**config.mk**
```make
export PLATFORM = sky130hd
export DESIGN_NAME = oled_power_seq
export DESIGN_NICKNAME = d
export VERILOG_FILES = /design/src/rtl/oled_power_seq.sv
export SDC_FILE = /design/constraint.sdc
export NUM_CORES = 1
export LEC_CHECK = 0
export BUFFER_PORTS_ARGS = -buffer_cell sky130_fd_sc_hd__buf_2
export CAP_MARGIN = 20
export CORE_MARGIN = 5
export CORE_UTILIZATION = 55
export CTS_CLUSTER_DIAMETER = 100
export DETAILED_ROUTE_END_ITERATION = 8
export PLACE_DENSITY = 0.84
export SYNTH_ARGS = -nofsm -noshare
export SYNTH_HDL_FRONTEND = slang
export SYNTH_SLANG_ARGS = --single-unit
```
**constraint.sdc**
```tcl
create_clock -name clk -period 4.1 [get_ports clk]
set_input_delay 0.41 -clock clk [delete_from_list [all_inputs] [get_ports clk]]
set_output_delay 0.41 -clock clk [all_outputs]
set_load 0.005 [all_outputs]
```
**src/rtl/oled_power_seq.sv**
```systemverilog
// oled_power_seq: SSD1306-class OLED power-up sequencer (supplies, reset, init bytes)
// Ports: clk, rst (async high), start, cmd_data/cmd_valid/cmd_ready (SPI byte
//   handshake), dc, vdd_n, vbat_n, res_n, busy, init_done.
//   Optional `OLED_SHUTDOWN_EN adds input shutdown (power-down from DONE).
module oled_power_seq #(
    parameter int CLKS_PER_MS    = 100000,
    parameter int VDD_SETTLE_MS  = 1,
    parameter int RST_PULSE_MS   = 2,
    parameter int VBAT_SETTLE_MS = 100
) (
    input  logic       clk,
    input  logic       rst,
`ifdef OLED_SHUTDOWN_EN
    input  logic       shutdown,
`endif
    input  logic       start,
    output logic [7:0] cmd_data,
    output logic       cmd_valid,
    input  logic       cmd_ready,
    output logic       dc,
    output logic       vdd_n,
    output logic       vbat_n,
    output logic       res_n,
    output logic       busy,
    output logic       init_done
);

    localparam int M1     = (VDD_SETTLE_MS > RST_PULSE_MS) ?
                            VDD_SETTLE_MS : RST_PULSE_MS;
    localparam int MAX_MS = (M1 > VBAT_SETTLE_MS) ? M1 : VBAT_SETTLE_MS;
    localparam int MS_W   = $clog2(MAX_MS + 1);
    localparam int TICK_W = $clog2(CLKS_PER_MS);

    localparam logic [TICK_W-1:0] TICK_LAST = TICK_W'(CLKS_PER_MS - 1);
    localparam logic [MS_W-1:0]   VDD_LAST  = MS_W'(VDD_SETTLE_MS - 1);
    localparam logic [MS_W-1:0]   RST_LAST  = MS_W'(RST_PULSE_MS - 1);
    localparam logic [MS_W-1:0]   VBAT_LAST = MS_W'(VBAT_SETTLE_MS - 1);

    // Last ROM index of each command segment
    localparam logic [2:0] SEG0_LAST = 3'd0;
    localparam logic [2:0] SEG1_LAST = 3'd4;
    localparam logic [2:0] SEG2_LAST = 3'd5;

    typedef enum logic [3:0] {
        S_IDLE,
        S_WAIT_VDD,
        S_SEND,
        S_RES_LOW,
        S_RES_HIGH,
        S_VBAT_ON,
        S_DONE,
        S_SD_SEND,
        S_SD_WAIT
    } state_t;

    state_t            state_q, state_d;
    logic [2:0]        idx_q, idx_d;
    logic [7:0]        cmd_data_q, cmd_data_d;
    logic              cmd_valid_q, cmd_valid_d;
    logic              vdd_n_q, vdd_n_d;
    logic              vbat_n_q, vbat_n_d;
    logic              res_n_q, res_n_d;
    logic              busy_q, busy_d;
    logic              init_done_q, init_done_d;
    logic [TICK_W-1:0] tick_q;
    logic [MS_W-1:0]   ms_q;
    logic [MS_W-1:0]   wait_last;
    logic              in_wait;
    logic              tick_wrap;
    logic              wait_done;
    logic              xfer;

    function automatic logic [7:0] rom(input logic [2:0] i);
        case (i)
            3'd0:    return 8'hAE;
            3'd1:    return 8'h8D;
            3'd2:    return 8'h14;
            3'd3:    return 8'hD9;
            3'd4:    return 8'hF1;
            3'd5:    return 8'hAF;
            default: return 8'h00;
        endcase
    endfunction

    assign xfer      = cmd_valid_q && cmd_ready;
    assign tick_wrap = (tick_q == TICK_LAST);
    assign wait_done = tick_wrap && (ms_q == wait_last);

    always_comb begin
        wait_last = '0;
        in_wait   = 1'b1;
        case (state_q)
            S_WAIT_VDD:           wait_last = VDD_LAST;
            S_RES_LOW, S_RES_HIGH: wait_last = RST_LAST;
            S_VBAT_ON, S_SD_WAIT: wait_last = VBAT_LAST;
            default:              in_wait   = 1'b0;
        endcase
    end

    // Delay counters restart from zero on every state change so each wait
    // spans exactly N*CLKS_PER_MS cycles.
    always_ff @(posedge clk or posedge rst) begin
        if (rst) begin
            tick_q <= '0;
            ms_q   <= '0;
        end else if (state_d != state_q || !in_wait) begin
            tick_q <= '0;
            ms_q   <= '0;
        end else if (tick_wrap) begin
            tick_q <= '0;
            ms_q   <= ms_q + 1'b1;
        end else begin
            tick_q <= tick_q + 1'b1;
        end
    end

    always_ff @(posedge clk or posedge rst) begin
        if (rst) begin
            state_q     <= S_IDLE;
            idx_q       <= '0;
            cmd_data_q  <= 8'h00;
            cmd_valid_q <= 1'b0;
            vdd_n_q     <= 1'b1;
            vbat_n_q    <= 1'b1;
            res_n_q     <= 1'b1;
            busy_q      <= 1'b0;
            init_done_q <= 1'b0;
        end else begin
            state_q     <= state_d;
            idx_q       <= idx_d;
            cmd_data_q  <= cmd_data_d;
            cmd_valid_q <= cmd_valid_d;
            vdd_n_q     <= vdd_n_d;
            vbat_n_q    <= vbat_n_d;
            res_n_q     <= res_n_d;
            busy_q      <= busy_d;
            init_done_q <= init_done_d;
        end
    end

    // Outputs are computed one cycle ahead so that every pin changes on the
    // same edge as the state it belongs to.
    always_comb begin
        state_d     = state_q;
        idx_d       = idx_q;
        cmd_data_d  = cmd_data_q;
        cmd_valid_d = cmd_valid_q;
        vdd_n_d     = vdd_n_q;
        vbat_n_d    = vbat_n_q;
        res_n_d     = res_n_q;
        busy_d      = busy_q;
        init_done_d = init_done_q;
        case (state_q)
            S_IDLE: begin
                if (start) begin
                    state_d = S_WAIT_VDD;
                    vdd_n_d = 1'b0;
                    busy_d  = 1'b1;
                    idx_d   = '0;
                end
            end
            S_WAIT_VDD, S_RES_HIGH, S_VBAT_ON: begin
                if (wait_done) begin
                    state_d     = S_SEND;
                    cmd_valid_d = 1'b1;
                    cmd_data_d  = rom(idx_q);
                end
            end
            S_RES_LOW: begin
                if (wait_done) begin
                    state_d = S_RES_HIGH;
                    res_n_d = 1'b1;
                end
            end
            S_SEND: begin
                if (xfer) begin
                    idx_d = idx_q + 3'd1;
                    unique case (1'b1)
                        (idx_q == SEG0_LAST): begin
                            state_d     = S_RES_LOW;
                            res_n_d     = 1'b0;
                            cmd_valid_d = 1'b0;
                        end
                        (idx_q == SEG1_LAST): begin
                            state_d     = S_VBAT_ON;
                            vbat_n_d    = 1'b0;
                            cmd_valid_d = 1'b0;
                        end
                        (idx_q == SEG2_LAST): begin
                            state_d     = S_DONE;
                            cmd_valid_d = 1'b0;
                            busy_d      = 1'b0;
                            init_done_d = 1'b1;
                        end
                        default: cmd_data_d = rom(idx_d);
                    endcase
                end
            end
            S_DONE: begin
`ifdef OLED_SHUTDOWN_EN
                if (shutdown) begin
                    state_d     = S_SD_SEND;
                    init_done_d = 1'b0;
                    busy_d      = 1'b1;
                    cmd_valid_d = 1'b1;
                    cmd_data_d  = 8'hAE;
                end
`endif
            end
            S_SD_SEND: begin
                if (xfer) begin
                    state_d     = S_SD_WAIT;
                    cmd_valid_d = 1'b0;
                    vbat_n_d    = 1'b1;
                end
            end
            S_SD_WAIT: begin
                if (wait_done) begin
                    state_d = S_IDLE;
                    vdd_n_d = 1'b1;
                    busy_d  = 1'b0;
                end
            end
            default: state_d = S_IDLE;
        endcase
    end

    assign cmd_data  = cmd_data_q;
    assign cmd_valid = cmd_valid_q;
    assign dc        = 1'b0;
    assign vdd_n     = vdd_n_q;
    assign vbat_n    = vbat_n_q;
    assign res_n     = res_n_q;
    assign busy      = busy_q;
    assign init_done = init_done_q;

endmodule

```
Yosys cells after proc, flatten, opt, wreduce, memory -nomap -nowiden
Cells that the tools add are included.
{"block": "word_totals", "romBits": 0, "latchBits": 0, "mem_count": 0, "input_bits": 4, "output_inout_bits": 15, "mem_bits_rw": 0, "regBits": 45}
{"block": "op_classes", "addsub": 3, "eq_ne": 32, "n_div": 0, "order_cmp": 0, "n_bitwise": 0, "n_shift": 0, "mux": 42, "reduce_logical": 28, "multipliers": 0}
{"cell": "$pmux W8 S6", "n": 2}
{"cell": "$mux W17", "n": 2}
{"cell": "$pmux W4 S7", "n": 1}
{"cell": "$mux W4", "n": 6}
{"cell": "$mux W8", "n": 3}
{"cell": "$ne A2 B2 Y1 const B", "n": 11}
{"cell": "$add A17 B1 Y17 const B", "n": 1}
{"cell": "$eq A17 B17 Y1 const B", "n": 1}
{"cell": "$eq A4 B3 Y1 const B", "n": 4}
{"cell": "$pmux W8 S2", "n": 1}
{"cell": "$mux W1", "n": 15}
{"cell": "$mux W7", "n": 2}
{"cell": "$pmux W7 S2", "n": 1}
{"cell": "$eq A3 B2 Y1 const B", "n": 4}
{"cell": "$eq A3 B3 Y1 const B", "n": 4}
{"cell": "$pmux W4 S3", "n": 1}
{"cell": "$reduce_and A4 Y1", "n": 3}
{"cell": "$reduce_bool A2 Y1", "n": 6}
{"cell": "$reduce_and A5 Y1", "n": 2}
{"cell": "$reduce_and A3 Y1", "n": 3}
{"cell": "$eq A4 B2 Y1 const B", "n": 2}
{"cell": "$add A7 B1 Y7 const B", "n": 1}
{"cell": "$eq A7 B7 Y1", "n": 1}
{"cell": "$eq A3 B1 Y1 const B", "n": 2}
{"cell": "other kinds (17)", "n": 26}

Depth between registers and ports, before layout
{"block": "depth", "word_depth": 10, "mapped_depth": 8}

Least setup slack after synthesis
Ideal clock, no wire load.
{"block": "synth_timing", "path_type": "register to register", "startpoint": "register tick_q[0]", "endpoint": "register cmd_data_q[0] (netlist: cmd_data[0])", "stages_incl_launch_ff": 9, "arrival_time_ns": 2.002, "path_slack_ns": 1.973, "path_cell_list": "dfrtp_1 > ha_1 > and4_1 > and4_1 > buf_4 > nand2_1 > nor3_4 > a22oi_4 > mux2_4"}
{"block": "synth_via", "elab_chain_len": 4}
{"item": "from (decl)", "line_no": "65", "rtl": "logic [TICK_W-1:0] tick_q;"}
{"item": "from (signal assigned)", "line_no": "113", "rtl": "tick_q <= tick_q + 1'b1;"}
{"item": "$eq A17 B17 Y1", "line_no": "86", "rtl": "assign tick_wrap = (tick_q == TICK_LAST);"}
{"item": "$logic_and A1 B1 Y1", "line_no": "87", "rtl": "assign wait_done = tick_wrap && (ms_q == wait_last);"}
{"item": "$ne A2 B2 Y1 (no source line)"}
{"item": "$reduce_and A4 Y1 (no source line)"}
{"item": "to (signal assigned)", "line_no": "131", "rtl": "cmd_data_q <= cmd_data_d;"}
{"item": "to (decl)", "line_no": "58", "rtl": "logic [7:0] cmd_data_q, cmd_data_d;"}
Every way passes these cells.
A chain may end at the register's enable or synchronous reset.

Worst setup path in the final report
{"block": "layout_timing", "startpoint": "register tick_q[0]", "endpoint": "register cmd_data_q[5] (netlist: cmd_data[5])"}
The elaborated chain is that of the path after synthesis.

==> impl_metrics.env <==
export IMPL_hold_viol=0
export IMPL_syn_to_final_growth_pct=8.07
export IMPL_crit_fanout=10
export IMPL_syn_avg_cell_area_um2=9.95
export IMPL_cts_tree="built"
export IMPL_required_ns=4.29
export IMPL_ys_types=55
export IMPL_combPwrFrac=0.098
export IMPL_fin_skew_ns=0.00336
export IMPL_path_class="reg -> reg"
export IMPL_hold_buffers=0
export IMPL_num_rows=25
export IMPL_vias=2002
export IMPL_p_clk_frac=0.338
export IMPL_wl_per_cell_um=15.5
export IMPL_grt_pass1_vias=1933
export IMPL_post_route_drc_count=0
export IMPL_worst_pin_slew_ns=0.571
export IMPL_setup_viol=0
export IMPL_ys_warn_count=0
export IMPL_fin_crit_ns=2.50
export IMPL_hold_ws_ns=0.228
export IMPL_async_reset_ff_frac=1.00
export IMPL_grt_first_pass_wirelength_mm=9.04
export IMPL_synth_edf_count=0
export IMPL_core_area_um2=4690
export IMPL_p_int_mw=0.661
export IMPL_ys_ff_latch=45
export IMPL_critPathArrivalTime_ns=2.68
export IMPL_antenna_cells=0
export IMPL_cts_root_buf="clkbuf_8"
export IMPL_dieWidth_um=79.2
export IMPL_post_cts_buffers=0
export IMPL_syn_inst=265
export IMPL_cts_sinks=45
export IMPL_die_area_um2=6280
export IMPL_relSlewSlack=0.618
export IMPL_slew_violations=0
export IMPL_grt_max_degree=46
export IMPL_postPlaceCellArea_um2=2750
export IMPL_clk_pin_slew_ns=0.08
export IMPL_rsz0062_at_grt="no"
export IMPL_r2r_end="cmd_data[5]$_DFFE_PP0P_"
export IMPL_clock_fmax_ghz=0.401
export IMPL_dp_hpwl_mm=3.66
export IMPL_place_ws_ns=1.61
export IMPL_rr_worst_depth=7
export IMPL_finish_instance_area_um2=2850
export IMPL_gr_total_overflow=0
export IMPL_drtIter0Drc=260
export IMPL_start_util=0.562
export IMPL_tns_ns=0
export IMPL_seqPwrFrac=0.564
export IMPL_cellPowerDensity_nw_per_um2=312
export IMPL_maxCapViolations=0
export IMPL_routed_wl_mm=5.19
export IMPL_ctsLongestPathBuffers=2
export IMPL_antenna_found_initial=0
export IMPL_port_buffers=17
export IMPL_synth_area_um2=2640
export IMPL_synth_nets=280
export IMPL_switchingPower_mw=0.227
export IMPL_cts_made_buffers=5
export IMPL_p_total_mw=0.888
export IMPL_status="finished, final reports clean"
export IMPL_htree_num_levels=2
export IMPL_insertion_delay_ns=0.30
export IMPL_cts_resized=0
export IMPL_synth_seq_area_share=0.429
export IMPL_drive_gt1_frac=0.181
export IMPL_ios=19
export IMPL_die_height_um=79.2
export IMPL_total_leakage_power_nw=1.32
export IMPL_viasPerCell=5.96
export IMPL_gp_congestion=0.870
export IMPL_ir_drop_mv=0.272
export IMPL_cp_end_kind="register"
export IMPL_reg2reg_slack_ns=1.60
export IMPL_first_pass_iters=4
export IMPL_startpoint_type="register"
export IMPL_period_share=0.609
export IMPL_switching_share=0.256
export IMPL_layout_nets=296
export IMPL_r2r_start="tick_q[0]$_DFF_PP0_"
export IMPL_ant_nets=0
export IMPL_crit_start="tick_q[0]$_DFF_PP0_"
export IMPL_worst_slack_ns=1.60
export IMPL_grtUsageTotal=0.185
export IMPL_ys_flop_type="dfrtp_1"
export IMPL_hp_class="in -> async"
-- logic make-up after synthesis --
logic type | share of synthesized area
and+or+nand+nor | 0.251
buffers and inverters | 0.0356
AOI/OAI and AO/OA | 0.0978
muxes | 0.0612
adders and majority gates | 0.0522
DFF | 0.429
xor gates and xnor gates | 0.0726
other | 0.00142
-- sequential cells by signal, indices dropped and copies added, names as in the netlist --
| register | count |
|---|---|
| res_n | 1 |
| vdd_n | 1 |
| state_q | 4 |
| vbat_n | 1 |
| cmd_data | 8 |
| idx_q | 3 |
| ms_q | 7 |
| cmd_valid | 1 |
| busy | 1 |
| init_done | 1 |
| tick_q | 17 |
-- cells in the mapped netlist, drive strengths merged, types with 3 or more instances --
library cell,instances,area [µm²]
a211oi,4,30.0
a21oi,10,50.1
a31oi,5,31.3
and3,4,25.0
and4,4,35.0
buf,5,41.3
clkbuf,6,22.5
dfrtp,42,1050
dfstp,3,78.8
ha,11,138
inv,8,30.0
mux2,9,131
mux2i,3,30.0
nand2,25,93.8
nand2b,4,25.0
nand3,12,60.1
nand4,9,56.3
nor2,30,113
nor2b,3,26.3
nor3,10,66.3
nor4,3,18.8
nor4bb,3,36.3
o21ai,8,40.0
xnor2,6,60.1
xor2,15,131
-- critical path, stage by stage (launching register included) --
cell and delay, ns:
dfrtp_1 0.40, ha_1 0.22, and4_1 0.28, and4_1 0.41, nand2_1 0.15, nor3_4 0.37
a22oi_4 0.20, mux2_4 0.36
-- cells in the final DEF, fill, tap and decap left out, types with 4 or more instances in the layout --
cell	instances
inv_1	6
a31oi_1	5
nor3_1	8
nand2_1	25
nand3_1	12
and3_1	4
dfrtp_1	42
a211oi_1	4
ha_1	11
xor2_1	15
o21ai_0	7
xnor2_1	5
a21oi_1	10
clkbuf_8	7
nor2_1	30
nand2b_1	4
and4_1	4
buf_2	17
mux2_4	8
nand4_1	9
-- how the worst max path moves through the flow --
stage | end | cells past startpoint
floorplan | cmd_data[0]$_DFFE_PP0P_ | 8
global placement | cmd_data[6]$_DFFE_PP0P_ | 7
detailed placement | cmd_data[5]$_DFFE_PP0P_ | 7
CTS | cmd_data[5]$_DFFE_PP0P_ | 7
global route | cmd_data[5]$_DFFE_PP0P_ | 7
finish | cmd_data[5]$_DFFE_PP0P_ | 7
-- layer usage --
layer,routed length [µm],up-vias,track usage
met3,261,8,0.0408
met4,90,0,0.0670
met2,2530,49,0.302
li1,-,972,-
met5,0,-,0
met1,2320,973,0.241
-- area by class of cell --
type	instances	area, µm²
clock buffers	7	96.3
clock inverters	1	5.00
flip-flops and latches	45	1130
inverters	8	30.0
fillers	374	1840
well taps	54	67.6
multi-input cells	201	1410
repair buffers	20	108
-- power groups by stage --
stage	registers, mW	clock network, mW	logic [mW]
6_report	0.501	0.300	0.0874
5_1_grt	0.504	0.331	0.105
2_1_floorplan	0.501	0	0.0686
3_5_place_dp	0.509	0	0.0882
3_3_place_gp	0.506	0	0.0850
4_1_cts	0.500	0.308	0.0889
-- through the flow --
stage / utilization / cells
2_1_floorplan: - / 265
3_3_place_gp: 0.586 / 328
3_5_place_dp: 0.586 / 328
4_1_cts: 0.607 / 336
5_1_grt: 0.607 / 336
6_report: 0.607 / 336
(Power assumes the default switching activity.)
